## src/rtl/xrf_wb_if.sv

```systemverilog
// Writeback-stage bundle: ALU result channel, load issue/return, decode hazard query, XRF write port.
// Bypass outputs exist only when XRF_WB_BYPASS_EN is defined.
interface xrf_wb_if #(
    parameter int unsigned XLEN = 32
);
    logic            i_alu_valid;
    logic            o_alu_ready;
    logic [4:0]      i_alu_rd;
    logic [XLEN-1:0] i_alu_data;
    logic            i_ld_issue;
    logic [4:0]      i_ld_issue_rd;
    logic            i_ld_valid;
    logic [4:0]      i_ld_rd;
    logic [XLEN-1:0] i_ld_data;
    logic [4:0]      i_rs1;
    logic [4:0]      i_rs2;
    logic            o_rs1_busy;
    logic            o_rs2_busy;
    logic [4:0]      o_rd;
    logic [XLEN-1:0] o_wdata;
    logic            o_wen;
    logic            o_idle;
`ifdef XRF_WB_BYPASS_EN
    logic            o_rs1_fwd;
    logic            o_rs2_fwd;
    logic [XLEN-1:0] o_fwd_data1;
    logic [XLEN-1:0] o_fwd_data2;
`endif

    modport master (
        output i_alu_valid, i_alu_rd, i_alu_data,
        output i_ld_issue, i_ld_issue_rd, i_ld_valid, i_ld_rd, i_ld_data,
        output i_rs1, i_rs2,
`ifdef XRF_WB_BYPASS_EN
        input  o_rs1_fwd, o_rs2_fwd, o_fwd_data1, o_fwd_data2,
`endif
        input  o_alu_ready, o_rs1_busy, o_rs2_busy, o_rd, o_wdata, o_wen, o_idle
    );

    modport slave (
        input  i_alu_valid, i_alu_rd, i_alu_data,
        input  i_ld_issue, i_ld_issue_rd, i_ld_valid, i_ld_rd, i_ld_data,
        input  i_rs1, i_rs2,
`ifdef XRF_WB_BYPASS_EN
        output o_rs1_fwd, o_rs2_fwd, o_fwd_data1, o_fwd_data2,
`endif
        output o_alu_ready, o_rs1_busy, o_rs2_busy, o_rd, o_wdata, o_wen, o_idle
    );
endinterface

```

## src/rtl/xrf_wb.sv

```systemverilog
// XRF writeback: arbitrates load returns, a 1-entry ALU skid and new ALU results onto the XRF
// write port, and tracks pending loads for RAW hazards. Optional forwarding: XRF_WB_BYPASS_EN.
module xrf_wb #(
    parameter int unsigned XLEN = 32
) (
    input logic     i_clk,
    input logic     i_rst,
    xrf_wb_if.slave bus
);
    logic            skid_valid_q, skid_valid_d;
    logic [4:0]      skid_rd_q, skid_rd_d;
    logic [XLEN-1:0] skid_data_q, skid_data_d;
    logic [31:0]     busy_q, busy_d;
    logic [4:0]      rd_q, rd_d;
    logic [XLEN-1:0] wdata_q, wdata_d;
    logic            wen_q, wen_d;

    logic            alu_acc;
    logic            sel_valid;
    logic            sel_alu;
    logic [4:0]      sel_rd;
    logic [XLEN-1:0] sel_data;
    logic            out_hit1, out_hit2;

    assign alu_acc = bus.i_alu_valid && !skid_valid_q;

    always_comb begin
        sel_valid = 1'b0;
        sel_alu   = 1'b0;
        sel_rd    = '0;
        sel_data  = '0;
        if (bus.i_ld_valid) begin
            sel_valid = 1'b1;
            sel_rd    = bus.i_ld_rd;
            sel_data  = bus.i_ld_data;
        end else if (skid_valid_q) begin
            sel_valid = 1'b1;
            sel_rd    = skid_rd_q;
            sel_data  = skid_data_q;
        end else if (alu_acc) begin
            sel_valid = 1'b1;
            sel_alu   = 1'b1;
            sel_rd    = bus.i_alu_rd;
            sel_data  = bus.i_alu_data;
        end
    end

    always_comb begin
        skid_valid_d = skid_valid_q;
        skid_rd_d    = skid_rd_q;
        skid_data_d  = skid_data_q;
        // Skid drains whenever no load return pre-empts it.
        if (skid_valid_q && !bus.i_ld_valid) begin
            skid_valid_d = 1'b0;
        end
        if (alu_acc && !sel_alu) begin
            skid_valid_d = 1'b1;
            skid_rd_d    = bus.i_alu_rd;
            skid_data_d  = bus.i_alu_data;
        end
    end

    always_comb begin
        rd_d    = rd_q;
        wdata_d = wdata_q;
        wen_d   = 1'b0;
        if (sel_valid && (sel_rd != 5'd0)) begin
            wen_d   = 1'b1;
            rd_d    = sel_rd;
            wdata_d = sel_data;
        end
    end

    always_comb begin
        busy_d = busy_q;
        if (bus.i_ld_valid && (bus.i_ld_rd != 5'd0)) begin
            busy_d[bus.i_ld_rd] = 1'b0;
        end
        // Applied after the clear so a same-cycle reissue stays outstanding.
        if (bus.i_ld_issue && (bus.i_ld_issue_rd != 5'd0)) begin
            busy_d[bus.i_ld_issue_rd] = 1'b1;
        end
        busy_d[0] = 1'b0;
    end

    always_ff @(posedge i_clk or posedge i_rst) begin
        if (i_rst) begin
            skid_valid_q <= 1'b0;
            skid_rd_q    <= '0;
            skid_data_q  <= '0;
            busy_q       <= '0;
            rd_q         <= '0;
            wdata_q      <= '0;
            wen_q        <= 1'b0;
        end else begin
            skid_valid_q <= skid_valid_d;
            skid_rd_q    <= skid_rd_d;
            skid_data_q  <= skid_data_d;
            busy_q       <= busy_d;
            rd_q         <= rd_d;
            wdata_q      <= wdata_d;
            wen_q        <= wen_d;
        end
    end

    assign out_hit1 = wen_q && (rd_q == bus.i_rs1) && (bus.i_rs1 != 5'd0);
    assign out_hit2 = wen_q && (rd_q == bus.i_rs2) && (bus.i_rs2 != 5'd0);

    logic pend1, pend2;
    assign pend1 = (bus.i_rs1 != 5'd0) &&
                   (busy_q[bus.i_rs1] || (skid_valid_q && (skid_rd_q == bus.i_rs1)));
    assign pend2 = (bus.i_rs2 != 5'd0) &&
                   (busy_q[bus.i_rs2] || (skid_valid_q && (skid_rd_q == bus.i_rs2)));

`ifdef XRF_WB_BYPASS_EN
    assign bus.o_rs1_busy  = pend1;
    assign bus.o_rs2_busy  = pend2;
    assign bus.o_rs1_fwd   = out_hit1;
    assign bus.o_rs2_fwd   = out_hit2;
    assign bus.o_fwd_data1 = wdata_q;
    assign bus.o_fwd_data2 = wdata_q;
`else
    assign bus.o_rs1_busy  = pend1 || out_hit1;
    assign bus.o_rs2_busy  = pend2 || out_hit2;
`endif

    assign bus.o_alu_ready = !skid_valid_q;
    assign bus.o_rd        = rd_q;
    assign bus.o_wdata     = wdata_q;
    assign bus.o_wen       = wen_q;
    assign bus.o_idle      = (busy_q == 32'd0) && !skid_valid_q && !wen_q;
endmodule

```

## src/flat_wrapper.sv

```systemverilog
// flat-port wrapper written by rule: the top's interface ports become plain ports
module xrf_wb_flat 
#(
    parameter int unsigned XLEN = 32
)
  (i_clk, i_rst, bus_i_alu_valid, bus_i_alu_rd, bus_i_alu_data, bus_i_ld_issue, bus_i_ld_issue_rd, bus_i_ld_valid, bus_i_ld_rd, bus_i_ld_data, bus_i_rs1, bus_i_rs2, bus_o_alu_ready, bus_o_rs1_busy, bus_o_rs2_busy, bus_o_rd, bus_o_wdata, bus_o_wen, bus_o_idle);
  xrf_wb_if #(.XLEN(XLEN)) bus_i ();
  input logic i_clk;
  input logic i_rst;
  input wire logic [$bits(bus_i.i_alu_valid)-1:0] bus_i_alu_valid;
  input wire logic [$bits(bus_i.i_alu_rd)-1:0] bus_i_alu_rd;
  input wire logic [$bits(bus_i.i_alu_data)-1:0] bus_i_alu_data;
  input wire logic [$bits(bus_i.i_ld_issue)-1:0] bus_i_ld_issue;
  input wire logic [$bits(bus_i.i_ld_issue_rd)-1:0] bus_i_ld_issue_rd;
  input wire logic [$bits(bus_i.i_ld_valid)-1:0] bus_i_ld_valid;
  input wire logic [$bits(bus_i.i_ld_rd)-1:0] bus_i_ld_rd;
  input wire logic [$bits(bus_i.i_ld_data)-1:0] bus_i_ld_data;
  input wire logic [$bits(bus_i.i_rs1)-1:0] bus_i_rs1;
  input wire logic [$bits(bus_i.i_rs2)-1:0] bus_i_rs2;
  output wire logic [$bits(bus_i.o_alu_ready)-1:0] bus_o_alu_ready;
  output wire logic [$bits(bus_i.o_rs1_busy)-1:0] bus_o_rs1_busy;
  output wire logic [$bits(bus_i.o_rs2_busy)-1:0] bus_o_rs2_busy;
  output wire logic [$bits(bus_i.o_rd)-1:0] bus_o_rd;
  output wire logic [$bits(bus_i.o_wdata)-1:0] bus_o_wdata;
  output wire logic [$bits(bus_i.o_wen)-1:0] bus_o_wen;
  output wire logic [$bits(bus_i.o_idle)-1:0] bus_o_idle;
  assign bus_i.i_alu_valid = bus_i_alu_valid;
  assign bus_i.i_alu_rd = bus_i_alu_rd;
  assign bus_i.i_alu_data = bus_i_alu_data;
  assign bus_i.i_ld_issue = bus_i_ld_issue;
  assign bus_i.i_ld_issue_rd = bus_i_ld_issue_rd;
  assign bus_i.i_ld_valid = bus_i_ld_valid;
  assign bus_i.i_ld_rd = bus_i_ld_rd;
  assign bus_i.i_ld_data = bus_i_ld_data;
  assign bus_i.i_rs1 = bus_i_rs1;
  assign bus_i.i_rs2 = bus_i_rs2;
  assign bus_o_alu_ready = bus_i.o_alu_ready;
  assign bus_o_rs1_busy = bus_i.o_rs1_busy;
  assign bus_o_rs2_busy = bus_i.o_rs2_busy;
  assign bus_o_rd = bus_i.o_rd;
  assign bus_o_wdata = bus_i.o_wdata;
  assign bus_o_wen = bus_i.o_wen;
  assign bus_o_idle = bus_i.o_idle;
  xrf_wb #(.XLEN(XLEN)) u_core (.i_clk(i_clk), .i_rst(i_rst), .bus(bus_i));
endmodule
```

## config.mk

```make
export PLATFORM = sky130hd
export DESIGN_NAME = xrf_wb_flat
export DESIGN_NICKNAME = d
export VERILOG_FILES = /design/src/rtl/xrf_wb_if.sv /design/src/rtl/xrf_wb.sv /design/src/flat_wrapper.sv
export SDC_FILE = /design/constraint.sdc
export NUM_CORES = 1
export LEC_CHECK = 0
export ABC_AREA = 1
export CAP_MARGIN = 30
export CORE_ASPECT_RATIO = 0.5
export CORE_MARGIN = 1.5
export CORE_UTILIZATION = 50
export CTS_CLUSTER_SIZE = 8
export DETAILED_ROUTE_END_ITERATION = 10
export GPL_ROUTABILITY_DRIVEN = 1
export PLACE_DENSITY_LB_ADDON = 0.15
export SYNTH_ARGS = -nofsm -noshare
export SYNTH_HDL_FRONTEND = slang
export SYNTH_SLANG_ARGS = --single-unit
```

## constraint.sdc

```tcl
create_clock -name i_clk -period 5.3 [get_ports i_clk]
set_clock_uncertainty 0.15 [all_clocks]
set_input_delay 1.06 -clock i_clk [delete_from_list [all_inputs] [get_ports i_clk]]
set_output_delay 1.06 -clock i_clk [all_outputs]
set_load 0.03 [all_outputs]
```

# ---- After elaboration in Yosys (flattened, before gate mapping)
# Index checks and enable logic that the tools add are counted.
dict set report word_totals {
  regBits 107
  inputBits 94
}
dict set report op_classes {
  n_lt_le_gt_ge 6
  n_eq_ne 4
  mux 24
  n_bitwise 3
  n_reduce_logical 33
}
# operator count
set op_table {}
lappend op_table {{32-bit two-way mux} 5}
lappend op_table {{32-bit AND} 1}
lappend op_table {{32-bit zero test} 1}
lappend op_table {{32-bit NOT} 1}
lappend op_table {{32-bit bitwise OR} 1}
lappend op_table {{5-bit nonzero test} 5}
lappend op_table {{5-bit by 6-bit less-than comparator with 1-bit output (second input constant)} 4}
lappend op_table {{5-bit == test} 4}
lappend op_table {{1-bit logical AND} 18}
lappend op_table {{5-bit two-way mux} 3}
lappend op_table {{1-bit two-way mux} 12}
lappend op_table {{1-bit binary-select mux with 5-bit select} 2}
lappend op_table {{1-bit demux with 5-bit select} 2}
lappend op_table {{5-bit by 1-bit >= comparator with 1-bit output (second input constant)} 2}
lappend op_table {{1-bit zero test} 4}
lappend op_table {{1-bit logical OR} 4}
lappend op_table {{2-bit nonzero test} 1}

# ---- Depth between registers and ports, before layout
# Gate-level depths: netlist (run 1).
dict set report logic_depth {
  word_depth 9
  depth_mapped 12
  ltp_nobuf 10
}

# ---- Least setup slack after synthesis (run 1)
# OpenSTA, ideal clock, no wires.
dict set report synth_timing {
  path_type {input -> output}
  startpoint {input port bus_i_rs1[0]}
  endpoint {output port bus_o_rs1_busy}
  arrival_ns 2.253
  required_time_ns 4.090
  path_slack_ns 1.837
  cell_stages 12
  cell_sequence {buf_2 > clkinv_1 > buf_2 > nand2_1 > nand3_1 > nand3_1 > nand3_1 > nand2_1 > nand2_1 > nand3_1 > nand2_1 > inv_1}
}
dict set report synth_between {
  elab_chain_cells 5
}
# item line_no
set synth_rtl {}
lappend synth_rtl {{start, declared} flat_wrapper.sv:18} ;# input wire logic [$bits(bus_i.i_rs1)-1:0] bus_i_rs1;
lappend synth_rtl {{1-bit binary-select mux with 5-bit select / 5-bit == test (equally long branches)} xrf_wb.sv:111} ;# (busy_q[bus.i_rs1] || (skid_valid_q && (skid_rd_q == bus.i_rs1)));
lappend synth_rtl {{1-bit two-way mux (implied by the code) / 1-bit logical AND (equally long branches)} xrf_wb.sv:111}
lappend synth_rtl {{1-bit logical OR} xrf_wb.sv:111}
lappend synth_rtl {{1-bit logical AND} xrf_wb.sv:110} ;# assign pend1 = (bus.i_rs1 != 5'd0) &&
lappend synth_rtl {{1-bit logical OR (*)} xrf_wb.sv:123} ;# assign bus.o_rs1_busy = pend1 || out_hit1;
lappend synth_rtl {{end, declared} flat_wrapper.sv:21} ;# output wire logic [$bits(bus_i.o_rs1_busy)-1:0] bus_o_rs1_busy;
# Mark *: on every way between the ends. The rest lies on a longest branch, timed or not. The select of a mux whose other input is x is not followed.

# ---- Worst setup path in the final report (run 1)
dict set report layout_timing {
  startpoint {input port bus_i_rs1[1]}
  endpoint {output port bus_o_rs1_busy}
}
# Same word-level chain as after synthesis.

==> flow_metrics.env, run 1 <==
export IMPL_grt_overflow=0
export IMPL_synth_area_sq_mm=0.00584
export IMPL_grt_use_total=0.277
export IMPL_core_sq_mm=0.0112
export IMPL_hp_class="register to register"
export IMPL_synth_cells=799
export IMPL_start_kind="input pin"
export IMPL_postCtsResizedCells=0
export IMPL_cpMostUsedCell="nand2_1"
export IMPL_grt_pass1_vias=5585
export IMPL_synth_avg_cell_area_sq_um=7.31
export IMPL_die_area_sq_mm=0.0124
export IMPL_netSwitchingPower_w=0.000815
export IMPL_drt_iter0_drc=425
export IMPL_slew_headroom=0.561
export IMPL_synth_area_leaders="dfrtp_1 (46%), o21ai_0 (15%), nand2_1 (10%)"
export IMPL_cap_violations=0
export IMPL_routed_wl_mm=16.6
export IMPL_antenna_found_initial=0
export IMPL_place_inst=1061
export IMPL_ios=136
export IMPL_fmax_mhz=215
export IMPL_clkTransAtPathRegs_ns=0.07
export IMPL_rsz0062_at_grt="false"
export IMPL_clock_root_buffer="clkbuf_16"
export IMPL_post_cts_buffers=0
export IMPL_stdcell_count=1077
export IMPL_leakage_nw=3.43
export IMPL_die_width_um=156
export IMPL_antenna_cells=0
export IMPL_maxSlewViolCount=0
export IMPL_status="completed"
export IMPL_netSwitchingFraction=0.344
export IMPL_drc=0
export IMPL_synthToLayoutAreaGrowth_pct=29.9
export IMPL_cp_cell_sequence="clkdlybuf4s50_1 > inv_1 > nand2_1 > nand2_1 > nor2_1 > nand3_1 > nand2_1 > inv_1 > nand3_1 > nand2_1 > inv_1 > clkdlybuf4s50_1"
export IMPL_postCtsHoldBufs=0
export IMPL_ant_nets=0
export IMPL_cp_slowest_cell="clkdlybuf4s50_1"
export IMPL_clock_power_share=0.281
export IMPL_p_int_w=0.00155
export IMPL_final_hold_viol_count=0
export IMPL_vdd_drop_max_mv=0.168
export IMPL_netlist_area_leader_share=0.459
export IMPL_cp_end_kind="output pin"
export IMPL_crit_fanout=11
export IMPL_portBuffers=135
export IMPL_yosysSeqAreaShare=0.459
export IMPL_tritoncts="built"
export IMPL_ys_types=23
export IMPL_crit_path_max_incr_delay_ns=0.76
export IMPL_hpwlAfterDp_mm=12.0
export IMPL_worstMarginPinSlew_ns=0.657
export IMPL_h_tree_depth=3
export IMPL_clock_latency_ns=0.35
export IMPL_setup_viol=0
export IMPL_yosys_area_top_type="dfrtp_1"
export IMPL_die_height_um=79.4
export IMPL_postPlaceCellArea_sq_mm=0.00729
export IMPL_synth_fp_nets=893
export IMPL_setup_tns_final_ns=0
export IMPL_post_route_period_util=0.879
export IMPL_critical_path_class="input pin to output pin"
export IMPL_p_comb_frac=0.273
export IMPL_yosys_warnings=0
export IMPL_detail_route_wl_per_cell_um=15.5
export IMPL_start_util=0.522
export IMPL_power_frac_seq=0.446
export IMPL_num_vias=5869
export IMPL_grt_max_degree=61
export IMPL_numCtsBuffers=9
export IMPL_dr_pass1_iters=5
export IMPL_gp_congestion=0.923
export IMPL_cp_data_arrival_time_ns=3.45
export IMPL_crit_required_ns=4.09
export IMPL_layout_drive_gt1_share=0.0349
export IMPL_rows=27
export IMPL_finalCriticalPeriod_ns=4.66
export IMPL_cts_buffer_depth=2
export IMPL_final_net_count=1007
export IMPL_grt_pass1_wl_mm=27.0
export IMPL_clock_sinks=107
export IMPL_p_per_area_mw_per_mm2=312
export IMPL_ys_ff_latch=107
export IMPL_viasPerCell=5.45
export IMPL_fin_area_sq_mm=0.00758
==> cells in the final DEF, fill, tap and decap left out, types with 5 or more instances in the layout <==
master	n
nor3_1	6
clkbuf_16	9
dfrtp_1	107
clkdlybuf4s50_1	134
o21ai_1	33
buf_4	7
o22ai_1	13
a21oi_1	37
o21ai_0	172
nand3_1	81
nor2_1	21
nor4_1	5
inv_1	103
nand2_1	159
==> metrics by stage <==
step                      utilization  setup WS (ns)  power, W  hold slack (ns)
after floorplan                     -           1.27   0.00144            0.303
after global placement          0.647          0.737   0.00169            0.315
after detailed placement        0.652          0.728   0.00171            0.324
after CTS                       0.678          0.707   0.00237            0.341
after global routing            0.678          0.481   0.00250            0.368
final                           0.678          0.643   0.00237            0.339
==> kinds of logic (layout without fill, tap and decap cells) <==
family | after synthesis | count (layout) | synth area share
compound gates | 259 | 259 | 0.227
mux | 1 | 1 | 0.00193
flops | 107 | 107 | 0.459
xor+xnor | 3 | 3 | 0.00450
buf+inv | 151 | 270 | 0.107
simple gates | 278 | 278 | 0.201
==> layout make-up <==
cell class | count | area [sq um]
inverters | 110 | 415
clock buffers | 10 | 229
well taps | 159 | 199
repair buffers | 144 | 1450
clock inverters | 6 | 68.8
flip-flops and latches | 107 | 2680
multi-input cells | 541 | 2550
fillers | 981 | 3600
==> routing by layer <==
layer | GRT usage | wire length [um]
met5 | 0 | 0
met3 | 0.0613 | 1010
met4 | 0.0781 | 259
met1 | 0.356 | 7390
met2 | 0.477 | 7980
==> sequential cells by signal, indices dropped and copies added (netlist names) <==
register	flops
u_core.busy_q	31
u_core.skid_rd_q	5
u_core.skid_valid_q	1
u_core.bus.o_wen	1
u_core.bus.o_wdata	32
u_core.bus.o_rd	5
u_core.skid_data_q	32
==> path summary, 6_finish.rpt <==
check | slack, ns | cells after the start | from | to
min in group asynchronous | 0.91 | 2 | i_rst | u_core.busy_q[27]
setup reg to reg | 1.97 | 12 | u_core.skid_valid_q | u_core.bus.o_wdata[0]
hold / removal | 0.34 | 2 | u_core.bus.o_wdata[29] | u_core.bus.o_wdata[29]
max in group asynchronous | 3.09 | 4 | i_rst | u_core.skid_data_q[1]
hold reg to reg | 0.34 | 2 | u_core.bus.o_wdata[29] | u_core.bus.o_wdata[29]
setup / recovery | 0.64 | 12 | bus_i_rs1[1] | bus_o_rs1_busy
==> worst max-delay path: cells and delay by family <==
family	cells	cell delay (ns)
AND/OR/NAND/NOR	7	0.54
buffers and inverters	5	1.82
==> synth_stat cells (all sizes together) <==
master,instances
o31ai,2
xor2,3
nand2,160
nor4,5
inv,107
nor3,6
mux2,1
o32ai,2
nor2,22
nand4,4
a21oi,37
clkbuf,19
nand3,81
o21ai,205
buf,22
clkinv,3
dfrtp,107
o22ai,13
==> power by group through the flow <==
stage / Combinational [W] / Sequential [W] / Clock, W
after CTS: 0.000648 / 0.00105 / 0.000672
after global routing: 0.000718 / 0.00107 / 0.000706
after detailed placement: 0.000646 / 0.00107 / 0
after global placement: 0.000631 / 0.00106 / 0
final: 0.000646 / 0.00106 / 0.000664
after floorplan: 0.000330 / 0.00111 / 0
(Power assumes the default switching activity.)
==> run 2, diff against run 1 <==
CORE_ASPECT_RATIO = 1.5   (was 0.5)
CORE_UTILIZATION = 42   (was 50)
REMOVE_ABC_BUFFERS = 1   (was unset)
==> run 2 against run 1 <==
Die area grew 18%. Wire length grew 14%. Sequential share of layout area shrank 0.087 points. Critical path depth is the same. Largest power group unchanged. Fmax grew 0.45%. Hold slack lost 0.0017 ns. First-iteration DRC count shrank 28%. Total power grew 2.7%.
==> flow_metrics.env, run 2 (synthesis gave the netlist of run 1 again) <==
export IMPL_critical_path_top_delay_family="buffers and inverters"
export IMPL_p_per_area_mw_per_mm2=320
export IMPL_final_hold_viol_count=0
export IMPL_die_width_um=99.3
export IMPL_ant_nets=0
export IMPL_finalCriticalPeriod_ns=4.64
export IMPL_p_int_w=0.00160
export IMPL_die_height_um=147
export IMPL_dr_pass1_iters=5
export IMPL_worstMarginPinSlew_ns=0.829
export IMPL_cts_buffer_depth=2
export IMPL_path_buf_inv=4
export IMPL_worst_path_stages=12
export IMPL_reg2reg_slack_ns=2.16
export IMPL_cp_startpoint="bus_i_rs1[0]"
export IMPL_cap_violations=0
export IMPL_antenna_found_initial=0
export IMPL_r2r_end="u_core.bus.o_wdata[19]"
export IMPL_grt_pass1_vias=6037
export IMPL_setup_ws_ns=0.664
export IMPL_cp_slowest_cell="clkdlybuf4s50_1"
export IMPL_status="completed"
export IMPL_setup_tns_final_ns=0
export IMPL_post_route_period_util=0.875
export IMPL_die_area_sq_mm=0.0146
export IMPL_postCtsResizedCells=0
export IMPL_routed_wl_mm=19.0
export IMPL_num_vias=5861
export IMPL_rsz0062_at_grt="false"
export IMPL_pre_cts_ws_ns=0.669
export IMPL_vdd_drop_max_mv=0.162
export IMPL_clock_root_buffer="clkbuf_16"
export IMPL_cp_cell_sequence="clkdlybuf4s50_1 > clkinv_1 > nand2_1 > nand3_1 > nand3_1 > nand3_1 > nand2_1 > nand2_1 > nand3_1 > nand2_1 > inv_1 > clkdlybuf4s50_1"
export IMPL_grt_overflow=0
export IMPL_cp_endpoint="bus_o_rs1_busy"
export IMPL_hpwlAfterDp_mm=14.1
export IMPL_crit_path_max_incr_delay_ns=0.66
export IMPL_drc=0
export IMPL_netSwitchingFraction=0.344
export IMPL_clock_sinks=107
export IMPL_final_common_cell="o21ai_0"
export IMPL_post_cts_buffers=0
export IMPL_grt_use_total=0.269
export IMPL_clock_power_share=0.287
export IMPL_antenna_cells=0
export IMPL_core_sq_mm=0.0135
export IMPL_clock_latency_ns=0.34
export IMPL_power_frac_seq=0.436
export IMPL_r2r_start="u_core.skid_valid_q"
export IMPL_rr_worst_depth=13
export IMPL_fillerInstances=1311
export IMPL_start_kind="input pin"
export IMPL_p_comb_frac=0.277
export IMPL_cp_data_arrival_time_ns=3.43
export IMPL_maxSlewViolCount=0
export IMPL_portBuffers=135
export IMPL_start_util=0.431
export IMPL_crit_required_ns=4.09
export IMPL_detail_route_wl_per_cell_um=17.6
export IMPL_layout_drive_gt1_share=0.0348
export IMPL_slew_headroom=0.445
export IMPL_grt_pass1_wl_mm=30.8
export IMPL_gp_congestion=0.936
export IMPL_cp_end_kind="output pin"
export IMPL_drt_iter0_drc=308
export IMPL_final_cell_mix="o21ai_0 (172), nand2_1 (159), clkdlybuf4s50_1 (135)"
export IMPL_leakage_nw=3.44
export IMPL_fmax_mhz=216
export IMPL_rows=52
export IMPL_netSwitchingPower_w=0.000836
export IMPL_numCtsBuffers=9
export IMPL_final_net_count=1008
export IMPL_synthToLayoutAreaGrowth_pct=30.2
export IMPL_postCtsHoldBufs=0
export IMPL_hp_class="register to register"
export IMPL_clkTransAtPathRegs_ns=0.07
export IMPL_tritoncts="built"
export IMPL_critical_path_class="input pin to output pin"
export IMPL_crit_fanout=18
export IMPL_viasPerCell=5.42
export IMPL_ios=136
export IMPL_grt_max_degree=54
export IMPL_setup_viol=0
export IMPL_h_tree_depth=3
-- run 2: cell types whose count changed in the layout (fill, tap and decap cells not counted) --
| cell | delta |
|---|---|
| buf_4 | +2 |
| clkinvlp_4 | -1 |
| bufinv_16 | +1 |
| clkinv_4 | +1 |
| clkdlybuf4s50_1 | +1 |
| clkinv_8 | -1 |
| buf_12 | -1 |
| buf_2 | -1 |
-- run 2: area by class of cell --
cell class	count	area [sq um]	share of cell area
repair buffers	145	1450	0.190
clock inverters	6	83.8	0.0110
well taps	162	203	0.0267
inverters	110	415	0.0546
flip-flops and latches	107	2680	0.352
clock buffers	10	229	0.0301
multi-input cells	541	2550	0.335
-- run 2: worst min path at each step --
stage                                       from                endpoint  slack (ns)  cells past startpoint
after floorplan            u_core.skid_data_q[0]   u_core.skid_data_q[0]        0.30                      2
after global placement    u_core.skid_data_q[26]  u_core.skid_data_q[26]        0.32                      2
after detailed placement  u_core.skid_data_q[10]  u_core.skid_data_q[10]        0.32                      2
after CTS                 u_core.skid_data_q[10]  u_core.skid_data_q[10]        0.34                      2
after global routing      u_core.skid_data_q[22]  u_core.skid_data_q[22]        0.36                      2
final                      u_core.skid_data_q[6]   u_core.skid_data_q[6]        0.34                      2
-- run 2: power groups by stage --
stage          Combinational (W)  Sequential [W]  Clock (W)
2_1_floorplan           0.000305         0.00111          0
3_3_place_gp            0.000661         0.00107          0
3_5_place_dp            0.000674         0.00107          0
4_1_cts                 0.000676         0.00106   0.000711
5_1_grt                 0.000746         0.00108   0.000745
6_report                0.000673         0.00106   0.000699
-- run 2: worst min-delay path: stages (launching register included) --
cell and delay [ns]:
dfrtp_1 0.35, nand2_1 0.05, o21ai_0 0.06
-- run 2: metal layers --
layer / vias up / global-route usage / part of all wire
met1: 2770 / 0.306 / 0.38
li1: 2879 / - / -
met5: - / 0 / 0
met3: 44 / 0.0473 / 0.044
met4: 0 / 0.132 / 0.044
met2: 168 / 0.481 / 0.53
-- run 2: through the flow --
stage / power, W / std cells / utilization / hold WS, ns / cell area [sq um]
after floorplan: 0.00142 / 758 / - / 0.303 / 5630
after CTS: 0.00245 / 1081 / 0.562 / 0.341 / 7600
after detailed placement: 0.00175 / 1065 / 0.539 / 0.324 / 7290
after global routing: 0.00257 / 1081 / 0.562 / 0.363 / 7600
after global placement: 0.00173 / 1064 / 0.537 / 0.315 / 7260
final: 0.00243 / 1081 / 0.562 / 0.338 / 7600
